===== src/rtl/mul_arb_pkg.sv =====
// mul_arb_pkg
// Shared definitions for the multiplier arbiter slice: FSM state
// encoding, default operand width / requester count, and the width of
// the optional watchdog counter.
package mul_arb_pkg;

  typedef enum logic [1:0] {
    IDLE  = 2'b00,
    ISSUE = 2'b01,
    WAIT  = 2'b10,
    RESP  = 2'b11
  } state_t;

  localparam int DEF_W = 8;
  localparam int DEF_N = 4;

  // Watchdog counter width, wide enough for the default limit of 1023.
  localparam int TO_CNT_W = 10;

endpackage


===== src/rtl/rr_pick.sv =====
// rr_pick
// Combinational rotating-priority encoder. Searches req starting at
// ptr, then ptr+1, ... wrapping modulo N, and returns the first set
// index.
// Ports:
//   req   in   N      request vector
//   ptr   in   IW     search start position (0..N-1)
//   grant out  IW     index of the first set bit at or after ptr
//   any   out  1      at least one request is set
module rr_pick
  import mul_arb_pkg::*;
#(
  parameter int N = DEF_N
) (
  input  logic [N-1:0]         req,
  input  logic [$clog2(N)-1:0] ptr,
  output logic [$clog2(N)-1:0] grant,
  output logic                 any
);

  localparam int IW = $clog2(N);
  localparam int SW = IW + 1;

  // rot[k] is the request at position (ptr + k) mod N.
  logic [N-1:0]  rot;
  logic [IW-1:0] rot_idx [N];

  for (genvar gi = 0; gi < N; gi++) begin : g_rot
    logic [SW-1:0] sum;
    assign sum         = {1'b0, ptr} + SW'(gi);
    assign rot_idx[gi] = (sum >= SW'(N)) ? IW'(sum - SW'(N)) : sum[IW-1:0];
    assign rot[gi]     = req[rot_idx[gi]];
  end

  // Walk from the far end so the lowest rotated offset wins.
  always_comb begin
    any   = 1'b0;
    grant = ptr;
    for (int k = N - 1; k >= 0; k--) begin
      if (rot[k]) begin
        any   = 1'b1;
        grant = rot_idx[k];
      end
    end
  end

endmodule


===== src/rtl/mul_arbiter.sv =====
// mul_arbiter
// Shares one repeated-addition multiplier among N requesters with
// round-robin arbitration. Operands of the winner are latched and
// presented to the multiplier, start is pulsed for one cycle, and the
// product is returned with a one-cycle one-hot ack. Requests with a
// zero operand are answered directly without starting the multiplier.
// Optional watchdog: define MUL_ARB_TIMEOUT_EN to bound the wait for
// mul_done to TIMEOUT_CYCLES; the job then completes with err=1.
// Ports:
//   clk        in   1     clock, rising edge
//   rst        in   1     synchronous, active-low reset
//   req        in   N     request levels (sampled only in IDLE)
//   a_in/b_in  in   N*W   operands, requester i at [i*W +: W]
//   ack        out  N     one-hot completion pulse
//   result     out  2W    product, valid while ack != 0
//   err        out  1     watchdog expired (valid with ack)
//   busy       out  1     FSM not in IDLE
//   mul_start  out  1     multiplier start pulse
//   mul_a/b    out  W     registered operands to the multiplier
//   mul_done   in   1     multiplier finished
//   mul_result in   2W    multiplier product, valid with mul_done
module mul_arbiter
  import mul_arb_pkg::*;
#(
  parameter int N              = DEF_N,
  parameter int W              = DEF_W,
  parameter int TIMEOUT_CYCLES = 1023
) (
  input  logic           clk,
  input  logic           rst,
  input  logic [N-1:0]   req,
  input  logic [N*W-1:0] a_in,
  input  logic [N*W-1:0] b_in,
  output logic [N-1:0]   ack,
  output logic [2*W-1:0] result,
  output logic           err,
  output logic           busy,
  output logic           mul_start,
  output logic [W-1:0]   mul_a,
  output logic [W-1:0]   mul_b,
  input  logic           mul_done,
  input  logic [2*W-1:0] mul_result
);

  localparam int IW = $clog2(N);

  state_t          state_reg, state_next;
  logic [IW-1:0]   ptr_reg, ptr_next;
  logic [IW-1:0]   grant_reg, grant_next;
  logic [W-1:0]    mul_a_reg, mul_a_next;
  logic [W-1:0]    mul_b_reg, mul_b_next;
  logic [2*W-1:0]  result_reg, result_next;
  logic            err_reg, err_next;

  logic [IW-1:0]   pick_idx;
  logic            pick_any;
  logic [W-1:0]    pick_a, pick_b;
  logic            timeout;

  rr_pick #(.N(N)) u_pick (
    .req   (req),
    .ptr   (ptr_reg),
    .grant (pick_idx),
    .any   (pick_any)
  );

  assign pick_a = a_in[pick_idx*W +: W];
  assign pick_b = b_in[pick_idx*W +: W];

  // A limit outside the counter range cannot be reached; this block only
  // exists when that is the case, making the misconfiguration visible.
  if (TIMEOUT_CYCLES < 1 || TIMEOUT_CYCLES > (1 << TO_CNT_W) - 1) begin : g_timeout_out_of_range
  end

`ifdef MUL_ARB_TIMEOUT_EN
  // Counter is 0 in the first WAIT cycle; the job times out at the end
  // of the TIMEOUT_CYCLES-th WAIT cycle unless mul_done arrives then.
  localparam logic [TO_CNT_W-1:0] TO_LAST = TO_CNT_W'(TIMEOUT_CYCLES - 1);
  logic [TO_CNT_W-1:0] cnt_reg, cnt_next;
  assign timeout = (cnt_reg == TO_LAST);
`else
  assign timeout = 1'b0;
`endif

  always_comb begin
    state_next  = state_reg;
    ptr_next    = ptr_reg;
    grant_next  = grant_reg;
    mul_a_next  = mul_a_reg;
    mul_b_next  = mul_b_reg;
    result_next = result_reg;
    err_next    = err_reg;
`ifdef MUL_ARB_TIMEOUT_EN
    cnt_next    = cnt_reg;
`endif
    case (state_reg)
      IDLE: begin
        if (pick_any) begin
          grant_next = pick_idx;
          mul_a_next = pick_a;
          mul_b_next = pick_b;
          ptr_next   = (pick_idx == IW'(N - 1)) ? '0 : pick_idx + IW'(1);
          err_next   = 1'b0;
          if (pick_a == '0 || pick_b == '0) begin
            result_next = '0;
            state_next  = RESP;
          end else begin
            state_next  = ISSUE;
          end
        end
      end
      ISSUE: begin
`ifdef MUL_ARB_TIMEOUT_EN
        cnt_next   = '0;
`endif
        state_next = WAIT;
      end
      WAIT: begin
`ifdef MUL_ARB_TIMEOUT_EN
        cnt_next = cnt_reg + TO_CNT_W'(1);
`endif
        // A done coinciding with the timeout takes priority.
        if (mul_done) begin
          result_next = mul_result;
          state_next  = RESP;
        end else if (timeout) begin
          result_next = '0;
          err_next    = 1'b1;
          state_next  = RESP;
        end
      end
      RESP: begin
        state_next = IDLE;
      end
      default: begin
        state_next = IDLE;
      end
    endcase
  end

  always_ff @(posedge clk) begin
    if (!rst) begin
      state_reg  <= IDLE;
      ptr_reg    <= '0;
      grant_reg  <= '0;
      mul_a_reg  <= '0;
      mul_b_reg  <= '0;
      result_reg <= '0;
      err_reg    <= 1'b0;
`ifdef MUL_ARB_TIMEOUT_EN
      cnt_reg    <= '0;
`endif
    end else begin
      state_reg  <= state_next;
      ptr_reg    <= ptr_next;
      grant_reg  <= grant_next;
      mul_a_reg  <= mul_a_next;
      mul_b_reg  <= mul_b_next;
      result_reg <= result_next;
      err_reg    <= err_next;
`ifdef MUL_ARB_TIMEOUT_EN
      cnt_reg    <= cnt_next;
`endif
    end
  end

  always_comb begin
    ack = '0;
    if (state_reg == RESP) begin
      ack[grant_reg] = 1'b1;
    end
  end

  assign result    = result_reg;
  assign err       = err_reg;
  assign busy      = (state_reg != IDLE);
  assign mul_start = (state_reg == ISSUE);
  assign mul_a     = mul_a_reg;
  assign mul_b     = mul_b_reg;

endmodule


===== config.mk =====
export PLATFORM = sky130hd
export DESIGN_NAME = mul_arbiter
export DESIGN_NICKNAME = d
export VERILOG_FILES = /design/src/rtl/mul_arb_pkg.sv /design/src/rtl/rr_pick.sv /design/src/rtl/mul_arbiter.sv
export SDC_FILE = /design/constraint.sdc
export NUM_CORES = 1
export LEC_CHECK = 0
export CAP_MARGIN = 0
export CORE_MARGIN = 1.5
export CORE_UTILIZATION = 43
export DETAILED_ROUTE_END_ITERATION = 6
export HOLD_SLACK_MARGIN = 0.06
export PLACE_DENSITY_LB_ADDON = 0.12
export SLEW_MARGIN = 40
export SYNTH_ARGS = -nofsm -noshare
export SYNTH_HDL_FRONTEND = slang
export SYNTH_HIERARCHICAL = 1
export SYNTH_SLANG_ARGS = --single-unit

===== constraint.sdc =====
create_clock -name clk -period 4.75 [get_ports clk]
set_input_delay 1.1875 -clock clk [delete_from_list [all_inputs] [get_ports clk]]
set_output_delay 1.1875 -clock clk [all_outputs]
set_load 0.01 [all_outputs]

==> results.yml <==
status:
  status: "complete, no violations"
timing:
  setup_tns_ns: 0
  hold_slack_ns: 0.465
  hold_violations: 0
  rsz0062_at_grt: "no"
  min_period_ns: 4.36
  fin_skew_ns: 0.00480
  slew_violations: 0
  slew_headroom_pct: 49.9
  worstMarginPinSlew_ns: 0.748
  finalSetupViolCount: 0
  post-route-period-util_pct: 91.7
  clock.fmax_mhz: 229
layout:
  multi_input_comb_area_um2: 1890
  antenna_cells: 0
  finish.utilization_pct: 65.3
  n_fill_cell: 536
  final_nets: 508
  area.growth.synth_to_final_pct: 46.5
  seq_area_um2: 761
  stdcell_area_um2: 4170
  largest_register_ffs: 16
  drive_above_1_share_pct: 14.9
worst_hold_path:
  hold_start: "mul_b[2]"
  hold_class: "register to register"
  hold_end: "mul_b[2]"
  whs_path_depth: 2
flow_run:
  drv_cap: 0
clock_network:
  cts_sinks: 38
  postCtsSetupBuffers: 0
  numCtsBuffers: 5
  clkTransAtPathRegs_ns: 0.08
  holdBufCountCts: 0
  post_cts_resized: 0
  cts.root.buffer_cell: "clkbuf_8"
  clock_path_buffers: 2
  clock_latency_ns: 0.29
  cts_tree: "yes"
  htree_levels: 2
synth:
  avgSynthCellArea_um2: 9.12
  synth-warning-count: 6
  yosys.area.top_type_share_pct: 26.7
  synthesis.instances: 312
  ys_seq_elements: 38
  synth.distinct_cells: 38
  yosysTopAreaCell: "dfxtp_1"
  synthesis.nets: 405
  async_flop_share_pct: 0
  ys_seq_area_share_pct: 26.7
  yosys-top-cells-area: "dfxtp_1, nand2_1, mux4_1"
  synth-main-ff-cell: "dfxtp_1"
  mappedNetlistArea_um2: 2850
  synth-edff-count: 0
global_routing:
  grt_max_degree: 72
  grtUsageTotal_pct: 23.2
  grt_pass1_vias: 2811
  use_met2_pct: 39.1
  antenna_found_initial: 0
  grtUsageMet1_pct: 29.4
  busiest_layer: "met2"
  met3_usage_pct: 5.60
  grt_overflow: 0
  grt_pass1_wl_um: 13600
setup_path:
  ff2ff_setup_slack_ns: 1.40
  slowest_delay_ns: 0.67
  r2r_end: "result[0]"
  cp.required_ns: 4.96
  arrival_ns: 4.57
  r2r_start: "ptr_reg[0]"
  critPathKind: "input pin to register"
  path_cells: "clkdlybuf4s50_1 > nor2_1 > a2bb2oi_1 > o221a_2 > buf_4 > mux4_1 > or4_4 > o22a_4 > o211ai_1"
  end_kind: "register"
  crit_fanout: 18
  r2r_cells: 8
  cpMaxStageDelayCell: "or4_4"
  crit_path_start_kind: "input pin"
place:
  placed_cell_area_um2: 4060
  hpwl_um: 5840
  gp_congestion: 0.769
  numPortBuffers: 124
die:
  fp.dieW_um: 84.4
  start_util_pct: 44.6
  row_count: 29
  fp.dieArea_um2: 7120
  fp.coreArea_um2: 6390
  io-pin-count: 126
  die_h_um: 84.4
power_and_ir_drop:
  leakagePower_nw: 1.51
  ir_worst_vdd_uv: 401
  power.density_nw_per_um2: 444
route:
  firstDrtPassIters: 4
  ant_nets: 0
  postRouteWirelength_um: 8110
  vias: 2868
  post-route-drc-count: 0
  dr.first_iter.drc_count: 141
  viasPerCell: 5.82
  routedWlPerCell_um: 16.4
-- worst max-delay path: cells and delay by family --
kind	cells	cell delay, ns
simple gates	2	0.83
compound gates	4	1.21
mux	1	0.60
buf+inv	2	0.72
-- power breakdown --
group | total (mW) | switching, mW | leakage (nW) | internal, mW
combinational | 1.10 | 0.585 | 1.14 | 0.515
sequential | 0.476 | 0.0638 | 0.311 | 0.412
clock | 0.275 | 0.120 | 0.0579 | 0.155
total | 1.85 | 0.769 | 1.51 | 1.08
-- worst max-delay path by stage --
stage,slack [ns],end,start,cells after the start
floorplan,0.64,result[10],req[0],11
global placement,0.17,result[0],req[3],9
detailed placement,0.11,state_reg[1],req[0],9
CTS,0.41,result[0],req[0],9
global route,0.23,result[3],req[3],11
finish,0.39,result[0],req[0],9
-- placed cells by master (no fill, tap or decap), types with 2 or more instances in the layout --
cell type	netlist	routed
nor3_1	3	2
a21boi_0	19	19
and2b_2	2	2
clkbuf_8	0	5
nand4_1	16	16
mux2_2	16	16
and3b_1	2	2
clkinv_2	0	2
ha_1	6	5
clkdlybuf4s50_1	0	123
o221ai_1	16	16
and3_1	17	17
o211ai_2	10	10
or4_1	3	3
nand3_1	16	16
or4_4	2	2
o211ai_1	7	7
nand2_1	58	58
inv_1	4	4
buf_4	1	9
mux4_1	8	8
a21oi_1	2	2
nor2_1	4	4
o21ai_0	4	4
dfxtp_1	38	38
mux4_2	8	8
nor2b_1	4	3
-- kinds of logic after synthesis --
kind of cell             count (synthesis)  synth area share [%]
AO/OA/AOI/OAI                           64                  19.9
adder cells (fa/ha/maj)                  6                  2.64
buffers and inverters                   41                  7.38
flip-flops                              38                  26.7
multiplexers                            32                  20.0
other                                    1                 0.132
AND/OR/NAND/NOR                        130                  23.2
-- layout make-up --
cell class | instances | area share (%)
sequential | 38 | 18.2
inverter | 4 | 0.360
multi-input combinational | 233 | 45.2
clock inverter | 3 | 0.960
timing repair buffer | 133 | 31.3
tap | 77 | 2.31
clock buffer | 5 | 1.65
-- per-layer routing --
metal / routed length [um] / vias to the layer above
met2: 3950 / 101
met3: 506 / 16
li1: - / 1385
met5: 0 / -
met1: 3480 / 1366
met4: 167 / 0
-- per-stage QoR --
step | cells | total power, mW | worst slack, ns
after global placement | 485 | 1.56 | 0.174
after CTS | 493 | 1.86 | 0.414
after floorplan | 312 | 1.19 | 0.640
after detailed placement | 485 | 1.59 | 0.113
final | 493 | 1.85 | 0.392
after global routing | 493 | 1.98 | 0.233
-- synth_stat cells (4+ instances only) --
library cell,number
nand3_1,16
nand2_1,58
buf_2,5
and3_1,17
ha_1,6
o221ai_1,16
clkbuf_1,26
mux4_2,8
inv_1,4
mux4_1,8
o211ai_1,7
dfxtp_1,38
nand4_1,16
buf_6,4
nor2_1,4
o21ai_0,4
o211ai_2,10
nor2b_1,4
mux2_2,16
a21boi_0,19
Power figures use the tool's default switching activity.
